$ cat config.mk
export PLATFORM = sky130hd
export DESIGN_NAME = uart_result_framer
export DESIGN_NICKNAME = d
export VERILOG_FILES = /design/src/rtl/uart_framer_pkg.sv /design/src/rtl/uart_result_framer.sv
export SDC_FILE = /design/constraint.sdc
export NUM_CORES = 1
export LEC_CHECK = 0
export CORE_MARGIN = 2
export CORE_UTILIZATION = 29
export DETAILED_ROUTE_END_ITERATION = 8
export DONT_BUFFER_PORTS = 1
export MAX_ROUTING_LAYER = met4
export SYNTH_ARGS = -nofsm -noshare
export SYNTH_HDL_FRONTEND = slang
export SYNTH_SLANG_ARGS = --single-unit
$ cat constraint.sdc
create_clock -name clk_i -period 4.5 [get_ports clk_i]
set_input_delay 1.125 -clock clk_i [delete_from_list [all_inputs] [get_ports clk_i]]
set_output_delay 1.125 -clock clk_i [all_outputs]
set_load 0.02 [all_outputs]
$ cat src/rtl/uart_framer_pkg.sv
// rtl/uart_framer_pkg.sv - shared state type and constants for the UART result framer
package uart_framer_pkg;

  typedef enum logic [2:0] {
    IDLE,
    SOF,
    SEQ,
    DATA,
    CSUM
  } framer_state_e;

  localparam logic [7:0] FramerSof      = 8'hA5;
  localparam int         FramerOverhead = 3;

endpackage

$ cat src/rtl/uart_result_framer.sv
// rtl/uart_result_framer.sv - frames each product as SOF, SEQ, data bytes MSB first, XOR checksum
module uart_result_framer
  import uart_framer_pkg::*;
#(
  parameter int         width_p = 32,
  parameter logic [7:0] sof_p   = FramerSof
) (
  input  logic               clk_i,
  input  logic               reset_i,
  input  logic               v_i,
  input  logic [width_p-1:0] data_i,
  output logic               yumi_o,
  output logic               v_o,
  output logic [7:0]         data_o,
  input  logic               ready_and_i,
  output logic               busy_o,
  output logic [7:0]         seq_o
);

  localparam int N    = width_p / 8;
  localparam int CntW = (N > 1) ? $clog2(N) : 1;

  framer_state_e      state_r;
  logic [width_p-1:0] prod_r;
  logic [7:0]         csum_r;
  logic [7:0]         seq_r;
  logic [CntW-1:0]    cnt_r;
  logic [CntW-1:0]    byte_idx;
  logic [7:0]         cur_byte;

  // Bytes leave MSB first, so the counter walks the product from the top down.
  assign byte_idx = CntW'(N - 1) - cnt_r;
  assign cur_byte = prod_r[{byte_idx, 3'b000} +: 8];

  assign v_o    = (state_r != IDLE);
  assign busy_o = (state_r != IDLE);
  assign yumi_o = (state_r == IDLE) & v_i & ~reset_i;
  assign seq_o  = seq_r;

  always_comb begin
    data_o = sof_p;
    case (state_r)
      SEQ:     data_o = seq_r;
      DATA:    data_o = cur_byte;
      CSUM:    data_o = csum_r;
      default: data_o = sof_p;
    endcase
  end

  always_ff @(posedge clk_i) begin
    if (reset_i) begin
      state_r <= IDLE;
      prod_r  <= '0;
      csum_r  <= '0;
      seq_r   <= '0;
      cnt_r   <= '0;
    end else begin
      case (state_r)
        IDLE: begin
          if (v_i) begin
            prod_r  <= data_i;
            csum_r  <= '0;
            state_r <= SOF;
          end
        end
        SOF: begin
          if (ready_and_i) state_r <= SEQ;
        end
        SEQ: begin
          if (ready_and_i) begin
            csum_r  <= seq_r;
            cnt_r   <= '0;
            state_r <= DATA;
          end
        end
        DATA: begin
          if (ready_and_i) begin
            csum_r <= csum_r ^ cur_byte;
            cnt_r  <= cnt_r + CntW'(1);
            if (cnt_r == CntW'(N - 1)) state_r <= CSUM;
          end
        end
        CSUM: begin
          if (ready_and_i) begin
            seq_r   <= seq_r + 8'd1;
            state_r <= IDLE;
          end
        end
        default: state_r <= IDLE;
      endcase
    end
  end

endmodule

==> Yosys cells after proc, flatten, opt, wreduce, memory -nomap -nowiden <==
Index checks and enable logic that the tools add are counted.
Widths: inputs -> output; s select.
{ "op_classes": {"addsub": 3, "n_eq_ne": 11, "shift": 1, "mux": 15, "n_bitwise": 4, "reduce_logical": 9} }
{ "ops": {"columns": ["operator", "count"], "rows": [
  ["$pmux 8 s3", 2],
  ["$shiftx 32x6->8", 1],
  ["$mux 8", 3],
  ["$mux 3", 6],
  ["$pmux 3 s5", 1],
  ["$ne 2x2->1 const B", 6],
  ["$add 8x1->8 const B", 1],
  ["$xor 8x8->8", 1],
  ["$eq 3x2->1 const B", 2],
  ["$reduce_and 6->1", 1],
  ["$reduce_bool 3->1", 2],
  ["$mux 2", 2],
  ["$pmux 2 s2", 1],
  ["$reduce_and 2->1", 2],
  ["$reduce_and 4->1", 1],
  ["$eq 3x1->1 const B", 1],
  ["$eq 3x3->1 const B", 1],
  ["$logic_not 3->1", 1],
  ["$reduce_and 3->1", 1],
  ["$add 2x1->2 const B", 1],
  ["$and 1x1->1", 2],
  ["$eq 2x2->1 const B", 1],
  ["$reduce_bool 2->1", 1],
  ["$sub 2x2->2 const A", 1],
  ["$not 1->1", 1]
]} }
{ "totals": {"reg_bits": 53, "out_inout_bits": 19} }

==> Longest topological paths before layout <==
Gate-level depths: netlist of the first run.
{ "depth": {"word_depth": 5, "depth_mapped": 6} }

==> Least setup slack after synthesis of the first run <==
No wires, ideal clock.
{ "synth_path": {"kind": "input-to-output", "from": "input v_i", "to": "output yumi_o", "arrival_ns": 2.140, "t_required_ns": 3.375, "setup_slack_ns": 1.235, "stages": 4, "n_path_buf": 2, "cell_sequence": "or4b_1 -> clkbuf_1 -> buf_2 -> nor2_1"} }
{ "synth_via": {"elab_chain_cells": 2} }
{ "synth_lines": {"columns": ["element", "line", "source"], "rows": [
  ["start: declaration", "uart_result_framer.sv:10", "input logic v_i,"],
  ["$and 1x1->1 (2 in series)", "uart_result_framer.sv:37", "assign yumi_o = (state_r == IDLE) & v_i & ~reset_i;"],
  ["end: declaration", "uart_result_framer.sv:12", "output logic yumi_o,"]
]} }
Every way passes these cells.

==> Final worst setup path of the first run <==
{ "layout_path": {"from": "register state_r[0]", "to": "output data_o[1]"} }
{ "layout_via": {"elab_chain_cells": 2, "elab_cells_between_ends": 4, "classes_between": "3 x eq/ne; 1 x mux"} }
{ "layout_lines": {"columns": ["element", "line", "source"], "rows": [
  ["start: declaration", "uart_result_framer.sv:23", "framer_state_e state_r;"],
  ["start signal: assignment", "uart_result_framer.sv:52", "state_r <= IDLE;"],
  ["start signal: assignment", "uart_result_framer.sv:63", "state_r <= SOF;"],
  ["start signal: assignment", "uart_result_framer.sv:67", "if (ready_and_i) state_r <= SEQ;"],
  ["$eq 3x3->1 or $eq 3x2->1 (tied branches)", "uart_result_framer.sv:42", "case (state_r)"],
  ["$pmux 8 s3 (*)", "uart_result_framer.sv:42", null],
  ["end: declaration", "uart_result_framer.sv:14", "output logic [7:0] data_o,"]
]} }
Every way passes the cells marked *; elsewhere a longest branch is shown, timed or not.

==> results of run 1 <==
-- state kept, by name (all words and copies together) (netlist names) --
name	flops
csum_r	8
seq_o	8
prod_r	32
cnt_r	2
state_r	3
-- kinds of logic (layout without fill, tap and decap cells) --
kind of cell | after synthesis | count (layout) | synth area share, %
AO/OA/AOI/OAI | 82 | 82 | 19.7
XOR/XNOR | 1 | 1 | 0.331
adder cells (fa/ha/maj) | 2 | 2 | 0.945
buffers and inverters | 40 | 20 | 7.13
flip-flops | 53 | 53 | 40.1
multiplexers | 9 | 9 | 7.18
AND/OR/NAND/NOR | 124 | 124 | 24.7
-- power by group --
part	total [W]	internal [W]	switching [W]
Sequential	0.000512	0.000491	0.0000209
Clock	0.000324	0.000165	0.000159
Combinational	0.000106	0.0000444	0.0000617
Total	0.000942	0.000700	0.000242
-- metal layers --
| metal | part of all wire (%) | vias to the layer above | wire [um] |
|---|---|---|---|
| met5 | 0 | - | 0 |
| met4 | 1.7 | 0 | 104 |
| met3 | 7.0 | 11 | 440 |
| met2 | 44 | 70 | 2750 |
| met1 | 48 | 998 | 3010 |
| li1 | - | 1081 | - |
-- per-stage QoR --
| step | hold WS, ns | instances |
|---|---|---|
| floorplan | 0.433 | 311 |
| global placement | 0.433 | 392 |
| detailed placement | 0.441 | 392 |
| CTS | 0.454 | 399 |
| global route | 0.475 | 399 |
| finish | 0.450 | 399 |
-- worst max path at each step --
stage / startpoint / to / slack (ns) / depth (start not counted)
floorplan: v_i / yumi_o / 1.24 / 4
global placement: v_i / yumi_o / 1.20 / 3
detailed placement: v_i / yumi_o / 1.24 / 3
CTS: state_r[0] / data_o[1] / 1.14 / 3
global route: state_r[0] / data_o[1] / 0.97 / 3
finish: state_r[0] / data_o[1] / 1.11 / 3
-- final cells by class --
class / count / area [um2] / area share, %
multi-input cells: 218 / 1400 / 50.6
flip-flops and latches: 53 / 1060 / 38.4
well taps: 108 / 135 / 4.89
clock buffers: 5 / 68.8 / 2.49
clock inverters: 2 / 38.8 / 1.40
inverters: 10 / 37.5 / 1.36
repair buffers: 3 / 22.5 / 0.815
-- worst reg2reg max path: stages, from the launching register on --
cell	delay [ns]
sky130_fd_sc_hd__dfxtp_1	0.63
sky130_fd_sc_hd__nor4b_4	0.78
sky130_fd_sc_hd__buf_4	0.39
sky130_fd_sc_hd__nand2_1	0.15
sky130_fd_sc_hd__a21oi_1	0.12
-- placed cells by master (no fill, tap or decap), drive strengths merged, types with 2 or more instances in the layout --
cell type / netlist / final
a21oi: 41 / 41
a22oi: 4 / 4
a2bb2oi: 4 / 4
and3b: 2 / 2
buf: 16 / 3
clkbuf: 14 / 5
dfxtp: 53 / 53
ha: 2 / 2
inv: 10 / 11
mux4: 8 / 8
nand2: 70 / 70
nand2b: 3 / 3
nand3: 3 / 3
nand3b: 10 / 10
nand4: 9 / 9
nand4bb: 2 / 2
nor2: 4 / 4
nor2b: 4 / 4
nor4: 2 / 2
nor4b: 2 / 2
o211ai: 8 / 8
o21ai: 8 / 8
o22a: 4 / 4
o31ai: 4 / 4
o32a: 8 / 8
or3: 3 / 3
or4: 4 / 4
==> flow_metrics.env, run 1 <==
export IMPL_count_of_cells_resized_by_post_cts_repair=0
export IMPL_flow_area_growth_from_synthesis_pct=4.30
export IMPL_worst_slew_pin_transition_ns=0.962
export IMPL_power_density_nw_per_um2=341
export IMPL_dp_worst_setup_slack_ns=1.24
export IMPL_cts_post_setup_buffers_inserted=0
export IMPL_grt_antenna_before_repair=0
export IMPL_fin_util_pct=31.4
export IMPL_synth_top_flop_cell="sky130_fd_sc_hd__dfxtp_1"
export IMPL_cp_top_family="flip-flops"
export IMPL_detail_route_iter0_violations=121
export IMPL_worst_clock_skew_ns=0.00442
export IMPL_layout_drive_gt1_share_pct=6.53
export IMPL_totalPowerFinal_w=0.000942
export IMPL_run_status="finished clean"
export IMPL_reg2reg_slack_ns=2.37
export IMPL_syn_nets=349
export IMPL_wirelength_um=6300
export IMPL_cp_arrival_ns=2.27
export IMPL_use_met2_pct=20.1
export IMPL_crit_type="reg2out"
export IMPL_ctsLongestPathBuffers=2
export IMPL_min_path_cells=2
export IMPL_yosys_top_cells_count="70 x sky130_fd_sc_hd__nand2_1, 53 x sky130_fd_sc_hd__dfxtp_1, 41 x sky130_fd_sc_hd__a21oi_1, 14 x sky130_fd_sc_hd__clkbuf_1"
export IMPL_buffer_and_inverter_count_on_the_worst_path=0
export IMPL_synth_yosys_seq_area_share_pct=40.1
export IMPL_hold_viol_final=0
export IMPL_antennaDiodeCount=0
export IMPL_cts_buffers=5
export IMPL_busiest_layer="met2"
export IMPL_synth_top_area_cell="sky130_fd_sc_hd__dfxtp_1"
export IMPL_power_leakage_nw=0.872
export IMPL_floorplan_die_height_um=99.6
export IMPL_achievable_frequency_mhz=295
export IMPL_synth_area_um2=2650
export IMPL_synthDominantCellAreaShare_pct=40.1
export IMPL_grt_met1_usage_pct=18.6
export IMPL_largest_net_degree_at_the_start_of_global_routing=58
export IMPL_worst_path_setup_slack_after_routing_ns=1.11
export IMPL_synthesis_area_per_instance_um2=8.52
export IMPL_floorplan_die_area_um2=9910
export IMPL_grtUsageTotal_pct=13.7
export IMPL_finalNetCount=329
export IMPL_portBuffers=0
export IMPL_die_width_um=99.6
export IMPL_ys_seq_elements=53
export IMPL_numClockSinks=53
export IMPL_clk_pin_slew_worst_paths_ns=0.09
export IMPL_fin_setup_tns_ns=0
export IMPL_critPathRequiredTime_ns=3.38
export IMPL_cts_hold_buffers_added=0
export IMPL_rr_endpoint="prod_r[19]"
export IMPL_fin_crit_sh_pct=75.4
export IMPL_synth_area_top_cells="sky130_fd_sc_hd__dfxtp_1 40%, sky130_fd_sc_hd__nand2_1 9.9%, sky130_fd_sc_hd__a21oi_1 7.7%"
export IMPL_synthesis_instances=311
export IMPL_vias=2160
export IMPL_grt_remaining_overflow=0
export IMPL_final_hpwl_from_detailed_placement_um=4380
export IMPL_holdCritStartpoint="prod_r[19]"
export IMPL_coreArea_um2=8810
export IMPL_startpoint_type="flop"
export IMPL_post_drt_via_cell_ratio=5.41
export IMPL_place_area_um2=2660
export IMPL_worst_r2r_path_depth=4
export IMPL_timing_max_transition_violations_final=0
export IMPL_reg2reg_from="state_r[0]"
export IMPL_ant_nets=0
export IMPL_timing_critical_path_slowest_cell_delay_ns=0.97
export IMPL_grt_first_pass_wirelength_um=10600
export IMPL_htreeDepth=2
export IMPL_ys_warn_count=0
export IMPL_endpoint_kind="output port"
export IMPL_critPathMaxFanout=31
export IMPL_insertion_delay_ns=0.31
export IMPL_io_pins=55
export IMPL_grt_setup_unrepaired="false"
export IMPL_min_delay_path_class="reg2reg"
export IMPL_maxCapViolCount=0
export IMPL_post_route_cell_area_um2=2760
export IMPL_peakVddDrop_v=0.000177
export IMPL_critical_path_cell_by_cell="and3b_1 -> nand2_1 -> o21ai_1"
export IMPL_grtUsageMet3_pct=3.87
export IMPL_tritoncts="done"
export IMPL_number_of_fill_cells_in_the_layout=933
export IMPL_grt_pass1_vias=1993
export IMPL_avgRoutedWirePerCell_um=15.8
export IMPL_clock_tree_root_cell="sky130_fd_sc_hd__clkbuf_8"
export IMPL_routabilityCongestion=0.812
export IMPL_async_set_or_reset_flop_fraction_in_the_synthesized_netlist_pct=0
export IMPL_slew_limit_headroom_pct=35.7
export IMPL_placementRows=34
export IMPL_most_instantiated_library_cell_after_synthesis="sky130_fd_sc_hd__nand2_1"
export IMPL_final_setup_viol_count=0
export IMPL_finalWorstPathRequiredPeriod_ns=3.39
export IMPL_detailedRoute_firstPassIterationCount=4
export IMPL_synth_enable_flop_cells=0
export IMPL_holdPathEnd="prod_r[19]"
export IMPL_timing_critical_path_slowest_stage_cell="sky130_fd_sc_hd__dfxtp_1"
export IMPL_route_detailed_drc=0
export IMPL_start_util_pct=30.1
export IMPL_netlist_cell_type_count=41
No activity file was read; power rests on OpenSTA's default activity.
==> inputs of run 2 (changes only) <==
==> constraint.sdc (replaced) <==
create_clock -name clk_i -period 2.97 [get_ports clk_i]
set_input_delay 0.7425 -clock clk_i [delete_from_list [all_inputs] [get_ports clk_i]]
set_output_delay 0.7425 -clock clk_i [all_outputs]
set_load 0.02 [all_outputs]
==> run 2 against run 1 <==
Net effect:
- clock-buffer cell count up 1
- highest routed layer unchanged
- sequential share of layout area fell by 0.80 points
- routed wire length grew 4.5%
- worst hold slack improved by 0.0034 ns
- sequential power increased by 50%
- clock power is 40% higher
- critical path type unchanged
- critical path depth fell by 1
- via count up 1.9%
- worst setup slack worse by 0.77 ns
==> flow_metrics.env, run 2 (synthesis results as in run 1) <==
export IMPL_critPathRequiredTime_ns=2.23
export IMPL_rr_endpoint="seq_o[7]"
export IMPL_htreeDepth=2
export IMPL_numClockSinks=53
export IMPL_cp_top_family="flip-flops"
export IMPL_grtUsageTotal_pct=13.9
export IMPL_cts_buffers=5
export IMPL_power_leakage_nw=0.914
export IMPL_critPathMaxFanout=11
export IMPL_routabilityCongestion=0.812
export IMPL_timing_critical_path_slowest_cell_delay_ns=0.66
export IMPL_run_status="finished clean"
export IMPL_maxCapViolCount=0
export IMPL_critical_path_cell_by_cell="mux4_2 -> o22a_1"
export IMPL_vias=2201
export IMPL_cts_post_setup_buffers_inserted=0
export IMPL_fin_setup_tns_ns=0
export IMPL_finalWorstPathRequiredPeriod_ns=2.63
export IMPL_fin_crit_sh_pct=88.6
export IMPL_buffer_and_inverter_count_on_the_worst_path=0
export IMPL_grtUsageMet3_pct=3.16
export IMPL_antennaDiodeCount=0
export IMPL_achievable_frequency_mhz=380
export IMPL_busiest_layer="met1"
export IMPL_layout_drive_gt1_share_pct=9.63
export IMPL_reg2reg_from="state_r[0]"
export IMPL_clk_pin_slew_worst_paths_ns=0.10
export IMPL_slew_limit_headroom_pct=56.8
export IMPL_use_met2_pct=19.3
export IMPL_portBuffers=0
export IMPL_wirelength_um=6590
export IMPL_grt_antenna_before_repair=0
export IMPL_cts_hold_buffers_added=0
export IMPL_final_setup_viol_count=0
export IMPL_io_pins=55
export IMPL_die_width_um=99.6
export IMPL_worst_r2r_path_depth=4
export IMPL_worst_slew_pin_transition_ns=0.646
export IMPL_largest_net_degree_at_the_start_of_global_routing=58
export IMPL_grt_met1_usage_pct=20.6
export IMPL_hold_viol_final=0
export IMPL_cp_arrival_ns=1.89
export IMPL_grt_pass1_vias=2030
export IMPL_timing_max_transition_violations_final=0
export IMPL_peakVddDrop_v=0.000250
export IMPL_crit_type="reg2out"
export IMPL_reg2reg_slack_ns=1.08
export IMPL_tritoncts="done"
export IMPL_clock_tree_root_cell="sky130_fd_sc_hd__clkbuf_8"
export IMPL_power_density_nw_per_um2=496
export IMPL_fin_worst_hold_slack_ns=0.453
export IMPL_final_hpwl_from_detailed_placement_um=4670
export IMPL_regMostFlops="prod_r"
export IMPL_detail_route_iter0_violations=159
export IMPL_grt_first_pass_wirelength_um=10800
export IMPL_largest_register_ff_count=32
export IMPL_placementRows=34
export IMPL_flow_area_growth_from_synthesis_pct=6.52
export IMPL_grt_setup_unrepaired="false"
export IMPL_min_delay_path_class="reg2reg"
export IMPL_holdPathEnd="prod_r[26]"
export IMPL_floorplan_die_height_um=99.6
export IMPL_endpoint_kind="output port"
export IMPL_timing_critical_path_slowest_stage_cell="sky130_fd_sc_hd__dfxtp_1"
export IMPL_grt_remaining_overflow=0
export IMPL_start_util_pct=30.1
export IMPL_post_drt_via_cell_ratio=5.38
export IMPL_ant_nets=0
export IMPL_finalNetCount=338
export IMPL_ctsLongestPathBuffers=2
export IMPL_startpoint_type="flop"
export IMPL_count_of_cells_resized_by_post_cts_repair=0
export IMPL_holdCritStartpoint="prod_r[26]"
export IMPL_route_detailed_drc=0
export IMPL_fin_util_pct=32.0
export IMPL_insertion_delay_ns=0.31
export IMPL_coreArea_um2=8810
export IMPL_timing_critical_path_from="cnt_r[0]"
export IMPL_layout_common_cells="70 x sky130_fd_sc_hd__nand2_1, 53 x sky130_fd_sc_hd__dfxtp_1, 41 x sky130_fd_sc_hd__a21oi_1, 12 x sky130_fd_sc_hd__buf_4"
export IMPL_avgRoutedWirePerCell_um=16.1
export IMPL_min_path_cells=2
export IMPL_detailedRoute_firstPassIterationCount=5
export IMPL_floorplan_die_area_um2=9910
export IMPL_worst_clock_skew_ns=0.00475
export IMPL_most_common_cell_after_layout_fill_and_taps_aside="sky130_fd_sc_hd__nand2_1"
[run 2: area by class of cell]
type / instances / area, um2
Clock buffer: 6 / 82.6
Clock inverter: 2 / 16.3
Fill cell: 947 / 5980
Inverter: 10 / 37.5
Multi-Input combinational cell: 218 / 1400
Sequential cell: 53 / 1060
Tap cell: 108 / 135
Timing Repair Buffer: 12 / 90.1
[run 2: stage by stage]
step	setup slack [ns]	power, W	cell area [um2]	instances
2_1_floorplan	0.470	0.000943	2650	311
3_3_place_gp	0.734	0.000962	2720	401
3_5_place_dp	0.676	0.000963	2720	401
4_1_cts	0.318	0.00141	2820	409
5_1_grt	0.201	0.00146	2820	409
6_report	0.340	0.00140	2820	409
[run 2: where the power goes]
part / total [W] / internal, W / switching (W)
combinational: 0.000182 / 0.0000734 / 0.000109
clock: 0.000452 / 0.000193 / 0.000260
sequential: 0.000766 / 0.000744 / 0.0000220
total: 0.00140 / 0.00101 / 0.000390
[run 2: worst min-delay path, stage by stage (launching register included)]
cell	delay, ns
sky130_fd_sc_hd__dfxtp_1	0.32
sky130_fd_sc_hd__nand2_1	0.05
sky130_fd_sc_hd__a21oi_1	0.05
[run 2: worst max path at each step]
stage                           end  slack (ns)  depth (start not counted)
after floorplan              yumi_o        0.47                          4
after global placement    data_o[2]        0.73                          2
after detailed placement  data_o[0]        0.68                          2
after CTS                 data_o[0]        0.32                          2
after global routing      data_o[1]        0.20                          3
final                     data_o[2]        0.34                          2
[run 2: routing by layer]
layer,wire length [um],up-vias
met5,0,-
li1,-,1101
met3,446,4
met2,2860,76
met1,3240,1020
met4,38,0
